### src/rtl/pwm_pkg.sv
// Shared constants for the PWM timebase: default widths and direction encoding.
package pwm_pkg;
  localparam int   WIDTH_DEF   = 16;
  localparam int   PRESC_W_DEF = 8;
  localparam logic DIR_UP      = 1'b1;
  localparam logic DIR_DOWN    = 1'b0;
endpackage

### src/rtl/pwm_prescaler.sv
// Clock prescaler for the PWM timebase: emits a combinational step every presc_sh+1 enabled cycles.
// presc_sh is shadowed from prescale_i while idle, on period wrap, or on counter clear.
module pwm_prescaler
  import pwm_pkg::*;
#(
  parameter int PRESC_W = PRESC_W_DEF
) (
  input  logic               clk,
  input  logic               rst,
  input  logic               en_i,
  input  logic               count_reset_i,
  input  logic               reload_i,
  input  logic [PRESC_W-1:0] prescale_i,
  output logic               step_o
);

  logic [PRESC_W-1:0] presc_cnt_q, presc_cnt_d;
  logic [PRESC_W-1:0] presc_sh_q, presc_sh_d;

  assign step_o = en_i && (presc_cnt_q == presc_sh_q);

  always_comb begin
    presc_cnt_d = presc_cnt_q;
    presc_sh_d  = presc_sh_q;
    if (!en_i || reload_i || count_reset_i) begin
      presc_sh_d = prescale_i;
    end
    if (count_reset_i) begin
      presc_cnt_d = '0;
    end else if (en_i) begin
      presc_cnt_d = step_o ? '0 : presc_cnt_q + 1'b1;
    end
  end

  always_ff @(posedge clk or posedge rst) begin
    if (rst) begin
      presc_cnt_q <= '0;
      presc_sh_q  <= '0;
    end else begin
      presc_cnt_q <= presc_cnt_d;
      presc_sh_q  <= presc_sh_d;
    end
  end

endmodule

### src/rtl/pwm_counter.sv
// PWM timebase: up/down counter between 0 and a shadowed period, advanced by pwm_prescaler.
// count_val and period_done update on the same edge as the step; period_done is a one-clock wrap pulse.
module pwm_counter
  import pwm_pkg::*;
#(
  parameter int WIDTH   = WIDTH_DEF,
  parameter int PRESC_W = PRESC_W_DEF
) (
  input  logic               clk,
  input  logic               rst,
  input  logic               en,
  input  logic               count_reset,
  input  logic               upnotdown,
  input  logic [WIDTH-1:0]   period,
  input  logic [PRESC_W-1:0] prescale,
  output logic [WIDTH-1:0]   count_val,
  output logic               period_done
);

  localparam logic [WIDTH-1:0] CNT_ONE = {{(WIDTH-1){1'b0}}, 1'b1};

  logic [WIDTH-1:0] count_q, count_d;
  logic [WIDTH-1:0] period_sh_q, period_sh_d;
  logic             done_q, done_d;
  logic             step;
  logic             wrap;
  logic             up;

  pwm_prescaler #(
    .PRESC_W (PRESC_W)
  ) u_presc (
    .clk           (clk),
    .rst           (rst),
    .en_i          (en),
    .count_reset_i (count_reset),
    .reload_i      (wrap),
    .prescale_i    (prescale),
    .step_o        (step)
  );

  assign up = (upnotdown == DIR_UP);
  // >= rather than == so a counter left above the period still wraps.
  assign wrap = step && (up ? (count_q >= period_sh_q) : (count_q == '0));

  always_comb begin
    count_d     = count_q;
    period_sh_d = period_sh_q;
    done_d      = wrap;
    if (!en || wrap) begin
      period_sh_d = period;
    end
    if (step) begin
      if (wrap) begin
        count_d = up ? '0 : period_sh_q;
      end else begin
        count_d = up ? count_q + CNT_ONE : count_q - CNT_ONE;
      end
    end
    if (count_reset) begin
      count_d     = up ? '0 : period;
      done_d      = 1'b0;
      period_sh_d = period;
    end
  end

  always_ff @(posedge clk or posedge rst) begin
    if (rst) begin
      count_q     <= '0;
      period_sh_q <= '0;
      done_q      <= 1'b0;
    end else begin
      count_q     <= count_d;
      period_sh_q <= period_sh_d;
      done_q      <= done_d;
    end
  end

  assign count_val   = count_q;
  assign period_done = done_q;

endmodule

### config.mk
export PLATFORM = sky130hd
export DESIGN_NAME = pwm_counter
export DESIGN_NICKNAME = d
export VERILOG_FILES = /design/src/rtl/pwm_pkg.sv /design/src/rtl/pwm_prescaler.sv /design/src/rtl/pwm_counter.sv
export SDC_FILE = /design/constraint.sdc
export NUM_CORES = 1
export LEC_CHECK = 0
export ABC_AREA = 1
export BUFFER_PORTS_ARGS = -buffer_cell sky130_fd_sc_hd__buf_4
export CORE_MARGIN = 3
export CORE_UTILIZATION = 54
export DETAILED_ROUTE_END_ITERATION = 8
export PLACE_DENSITY = 0.85
export SYNTH_ARGS = -nofsm -noshare
export SYNTH_HDL_FRONTEND = slang
export SYNTH_HIERARCHICAL = 1
export SYNTH_SLANG_ARGS = --single-unit
### constraint.sdc
create_clock -name clk -period 2.24 [get_ports clk]
set_input_delay 0.336 -clock clk [delete_from_list [all_inputs] [get_ports clk]]
set_output_delay 0.336 -clock clk [all_outputs]
set_load 0.02 [all_outputs]
; ---- After elaboration in Yosys (flattened, before gate mapping)
; Index checks and enable logic that the tools add are counted.
[word_totals]
ff_bits = 49
input_bits = 29
output_inout_bits = 17
[classes]
n_lt_le_gt_ge = 1
muxes = 13
n_addsub = 3
n_eq_ne = 1
n_reduce_logical = 9
[op_table]
columns = op, count
row1 = $mux 16, 8
row2 = $mux 8, 3
row3 = $add 16x1->16 const B, 1
row4 = $ge 16x16->1, 1
row5 = $logic_not 16->1, 1
row6 = $sub 16x1->16 const B, 1
row7 = $add 8x1->8 const B, 1
row8 = $eq 8x8->1, 1
row9 = $reduce_bool 2->1, 3
row10 = $logic_and 1x1->1, 2
row11 = $logic_or 1x1->1, 2
row12 = $mux 1, 2
row13 = $logic_not 1->1, 1

; ---- Longest topological paths before layout
[logic_depth]
ltp_word = 6
mapped_depth = 18
ltp_nobuf = 17

; ---- Cells and area by module
; Netlist, hierarchy kept.
[by_module_without_submodules]
columns = mod, seq_area_each_um2, cells_per_inst, instances, area_each_um2
row1 = pwm_counter, 825.8, 483, 1, 3143.0
row2 = pwm_prescaler, 400.4, 92, 1, 837.1

; ---- Worst setup path after synthesis
; Ideal clock, no wire load.
[synth_timing]
kind = in2reg
start = input port upnotdown
end = register count_q[13], in the netlist count_val[13]
required_ps = 2163
cell_stages = 14
arrival_time_ps = 2355
n_path_buf = 1
setup_ps = 77
setup_slack_ps = -193
path_cell_list = inv_2 > clkbuf_1 > ha_1 > nand2_1 > inv_1 > a21oi_1 > nor2_1 > nor2_1 > nand2_1 > nand2_1 > nand2_1 > nand2_1 > nand3_1 > a21oi_1
[synth_via]
elab_chain_cells = 5
elab_cells_between_ends = 8
classes_between = mux: 7 / reduce/logical: 1
[synth_lines]
columns = item, line_no
row1 = start: declaration, pwm_counter.sv:13  ; input logic upnotdown,
row2 = $mux 1, pwm_counter.sv:43  ; assign wrap = step && (up ? (count_q >= period_sh_q) : (count_q == '0));
row3 = $logic_and 1x1->1, pwm_counter.sv:43
row4 = $mux 16, pwm_counter.sv:53  ; if (wrap) begin
row5 = $mux 16, pwm_counter.sv:52  ; if (step) begin
row6 = $mux 16 *, pwm_counter.sv:59  ; if (count_reset) begin
row7 = end signal: assignment, pwm_counter.sv:72  ; count_q <= count_d;
row8 = end: declaration, pwm_counter.sv:22  ; logic [WIDTH-1:0] count_q, count_d;
; Every way passes the cells marked *; elsewhere a longest branch is shown, timed or not. The select of a mux whose other input is x is not followed.
; A chain may end at the register's enable or synchronous reset.

; ---- Worst setup path in the final report
[layout_timing]
start = register count_q[2], in the netlist count_val[2]
end = register u_presc.presc_sh_q[0]
[layout_via]
elab_chain_cells = 5
elab_cells_between_ends = 6
classes_between = order compare: 1 / mux: 1 / reduce/logical: 4
[layout_lines]
columns = item, line_no
row1 = $ge 16x16->1 / $logic_not 16->1 (equally long branches), pwm_counter.sv:43
row2 = $mux 1 *, pwm_counter.sv:43
row3 = $logic_and 1x1->1 *, pwm_counter.sv:43
row4 = via wrap, pwm_counter.sv:26  ; logic wrap;
row5 = $logic_or 1x1->1 * (2 in series), pwm_prescaler.sv:25  ; if (!en_i || reload_i || count_reset_i) begin
row6 = end signal: assignment, pwm_prescaler.sv:41  ; presc_sh_q <= presc_sh_d;
row7 = end: declaration, pwm_prescaler.sv:18  ; logic [PRESC_W-1:0] presc_sh_q, presc_sh_d;
; Mark *: on every way through the listed nets, which the timed path passes. The rest lies on a longest branch.

==> results_dict.tcl <==
set metrics [dict create \
    viasPerCell 5.370 \
    grt_max_degree 34 \
    max_stage_delay_ns 0.46 \
    totalWireLength_mm 10.40 \
    cp.arrival_ns 2.30 \
    dieHeight_um 91.85 \
    die_area_sq_um 8436 \
    wire_per_inst_um 14.13 \
    power.share.switching_pct 42.79 \
    drive_gt1_share_pct 18.75 \
    critical-path-top-delay-family "simple AND/OR/NAND/NOR gates" \
    p_int_w 0.001884 \
    crit_type "register to register" \
    power_frac_comb_pct 50.6 \
    slew_headroom_pct 59.60 \
    ys_seq_area_share_pct 30.81 \
    rows 30 \
    syn_avg_cell_area_sq_um 6.922 \
    placed_cell_area_sq_um 4538 \
    dr.pass1.iters 5 \
    antenna_found_initial 0 \
    max_freq_mhz 473.5 \
    dp_hpwl_mm 8.023 \
    grt_overflow 0 \
    hold_buffers 0 \
    cts_buffers 5 \
    final_nets 700 \
    path_cells "ha_1 > nand2_1 > inv_1 > nand2_1 > nand2_1 > nand2_1 > nand2_1 > nand2_1 > nand2_4 > nand2_8 > inv_1 > nor2_4 > nand2_4 > mux2_2" \
    vias 3952 \
    grt_pass1_wl_mm 17.26 \
    path_common_cell "nand2_1" \
    hold_viol 0 \
    grt_usage_pct 24.87 \
    cts_tree "built" \
    first_global_vias 3850 \
    end_kind "register" \
    path_buf_inv 2 \
    outcome "finished clean" \
    gp_routability_congestion 0.9151 \
    seqPwrFrac_pct 33.0 \
    pwr_density_cell_nw_per_um2 703.4 \
    clkPwrFrac_pct 16.4 \
    drt-initial-drc-count 340 \
    start_util_pct 57.01 \
    stdcell_area_sq_um 4681 \
    leakagePower_nw 2.525 \
    clock_latency_ns 0.31 \
    cts_max_path_buffers 2 \
    syn_area_sq_um 3980 \
    min_period_ns 2.112 \
    finalCritPeriodShare_pct 94.29 \
    postLayoutSetupSlackWorst_ns 0.1280 \
    p_switching_w 0.001409 \
    cts_max_level 2 \
    path_max_fanout 6 \
    final_cell_mix "172 x nand2_1, 81 x inv_1, 71 x buf_4, 66 x nand3_1, 47 x nor2_1" \
    preCtsSetupSlack_ns 0.02145 \
    yosys.cell_types.count 38 \
    crit_path_top_delay_cell "dfrtp_1" \
    ys_seq_elements 49 \
    worstMarginPinSlew_ns 0.6053 \
    slew_violations 0 \
    finClkSkew_ns 0.01326 \
    clkTransAtPathRegs_ns 0.10 \
    num_io_pins 46 \
    setup_viol 0 \
    detail-route-antenna-nets 0 \
    worst-endpoint-required_ns 2.43 \
    die_w_um 91.85 \
    clock-root-buffer "clkbuf_8" \
    vdd_drop_max_mv 0.4460 \
    cts_sinks 49 \
    synth_cells 575 \
    start_kind "register" \
    syn2layout_area_growth_pct 17.60 \
    synth_nets 636 \
    fillers 601 \
    layout_commonest_cell "nand2_1" \
    core_sq_um 6982 \
    drc 0 \
    hp-class "input port to asynchronous set/reset pin" \
    numPortBuffers 45 \
    cap_violations 0 \
    yosys_warnings 6 \
    antenna_cells 0 \
]
[repair_timing]
action,CTS,global route
resized for setup,0,14
setup buffers,0,1
setup endpoints to repair,0,9
endpoints found under the hold margin,0,0
[routing by layer]
metal | GRT usage, % | wire length (um) | vias to the layer above | share of wire (%)
li1 | - | - | 1957 | -
met1 | 31.16 | 4212 | 1818 | 41
met2 | 43.80 | 5223 | 149 | 50
met3 | 3.445 | 704 | 28 | 6.8
met4 | 8.416 | 256 | 0 | 2.5
met5 | 0 | 0 | - | 0
[state kept, by name, summed over array words and instances (netlist names)]
signal	flops
u_presc/presc_sh_q	8
u_presc/presc_cnt_q	8
period_done	1
count_val	16
period_sh_q	16
[logic make-up (layout without fill, tap and decap cells)]
group                      Yosys count  in the layout  synth area share (%)
DFF                                 49             49                 30.81
buffers and inverters               99            163                 10.19
and+or+nand+nor                    310            311                 33.61
muxes                                6              6                 1.697
xor gates and xnor gates            20             20                 4.401
AOI/OAI and AO/OA                   59             59                 9.054
adders and majority gates           32             32                 10.25
[power groups by stage]
stage                     clock network, W  registers, W  logic (W)
after detailed placement                 0       0.00110    0.00162
after global placement                   0       0.00110    0.00157
after global routing              0.000587       0.00110    0.00186
after CTS                         0.000553       0.00109    0.00163
after floorplan                          0       0.00118    0.00100
final                             0.000539       0.00109    0.00167
[stage by stage]
| step | TNS (ns) | instances | utilization [%] | hold slack [ns] | total power, W |
|---|---|---|---|---|---|
| 2_1_floorplan | 0 | 575 | - | 0.2497 | 0.002183 |
| 3_3_place_gp | 0 | 726 | 65.00 | 0.4387 | 0.002669 |
| 3_5_place_dp | 0 | 726 | 65.00 | 0.4464 | 0.002724 |
| 4_1_cts | 0 | 734 | 66.29 | 0.1131 | 0.003269 |
| 5_1_grt | -0.008401 | 736 | 67.04 | 0.1233 | 0.003550 |
| 6_report | 0 | 736 | 67.04 | 0.09980 | 0.003293 |
[area by class of cell]
cell class	count	area, sq um	area share (%)
Multi-Input combinational cell	428	2392	51.11
Sequential cell	49	1230	26.28
Timing Repair Buffer	71	533.0	11.39
Inverter	84	315.3	6.736
Tap cell	96	120.1	2.566
Clock buffer	5	68.82	1.470
Clock inverter	3	21.27	0.4544
[path summary, 6_finish.rpt]
kind,from,end,slack (ns),cells past startpoint
max in group asynchronous,rst,u_presc/presc_cnt_q[2],1.72,2
min in group clk,prescale[4],u_presc/presc_sh_q[4],0.23,3
hold reg to reg,u_presc/presc_sh_q[0],u_presc/presc_sh_q[0],0.54,1
hold / removal,rst,u_presc/presc_cnt_q[2],0.1,2
setup / recovery,count_val[2],u_presc/presc_sh_q[0],0.13,14
setup reg to reg,count_val[2],u_presc/presc_sh_q[0],0.13,14
[cell usage after synthesis, drive strengths merged]
| cell type | count | area share [%] |
|---|---|---|
| nand4 | 5 | 0.79 |
| o21ai | 21 | 3.5 |
| xor2 | 4 | 0.88 |
| nor3 | 5 | 0.88 |
| o21bai | 1 | 0.19 |
| and2 | 2 | 0.31 |
| o31ai | 1 | 0.19 |
| xnor2 | 16 | 3.5 |
| nand3b | 2 | 0.38 |
| dfrtp | 49 | 31 |
| ha | 31 | 9.7 |
| a21oi | 33 | 4.5 |
| buf | 11 | 1.9 |
| inv | 83 | 7.8 |
| a31oi | 1 | 0.16 |
| fa | 1 | 0.50 |
| nand3 | 67 | 8.7 |
| a211oi | 1 | 0.31 |
| o21a | 1 | 0.19 |
| clkinv | 1 | 0.094 |
| nor2 | 51 | 4.9 |
| mux2 | 6 | 1.7 |
| clkbuf | 4 | 0.38 |
| nand2 | 178 | 18 |
(Power assumes the default switching activity.)
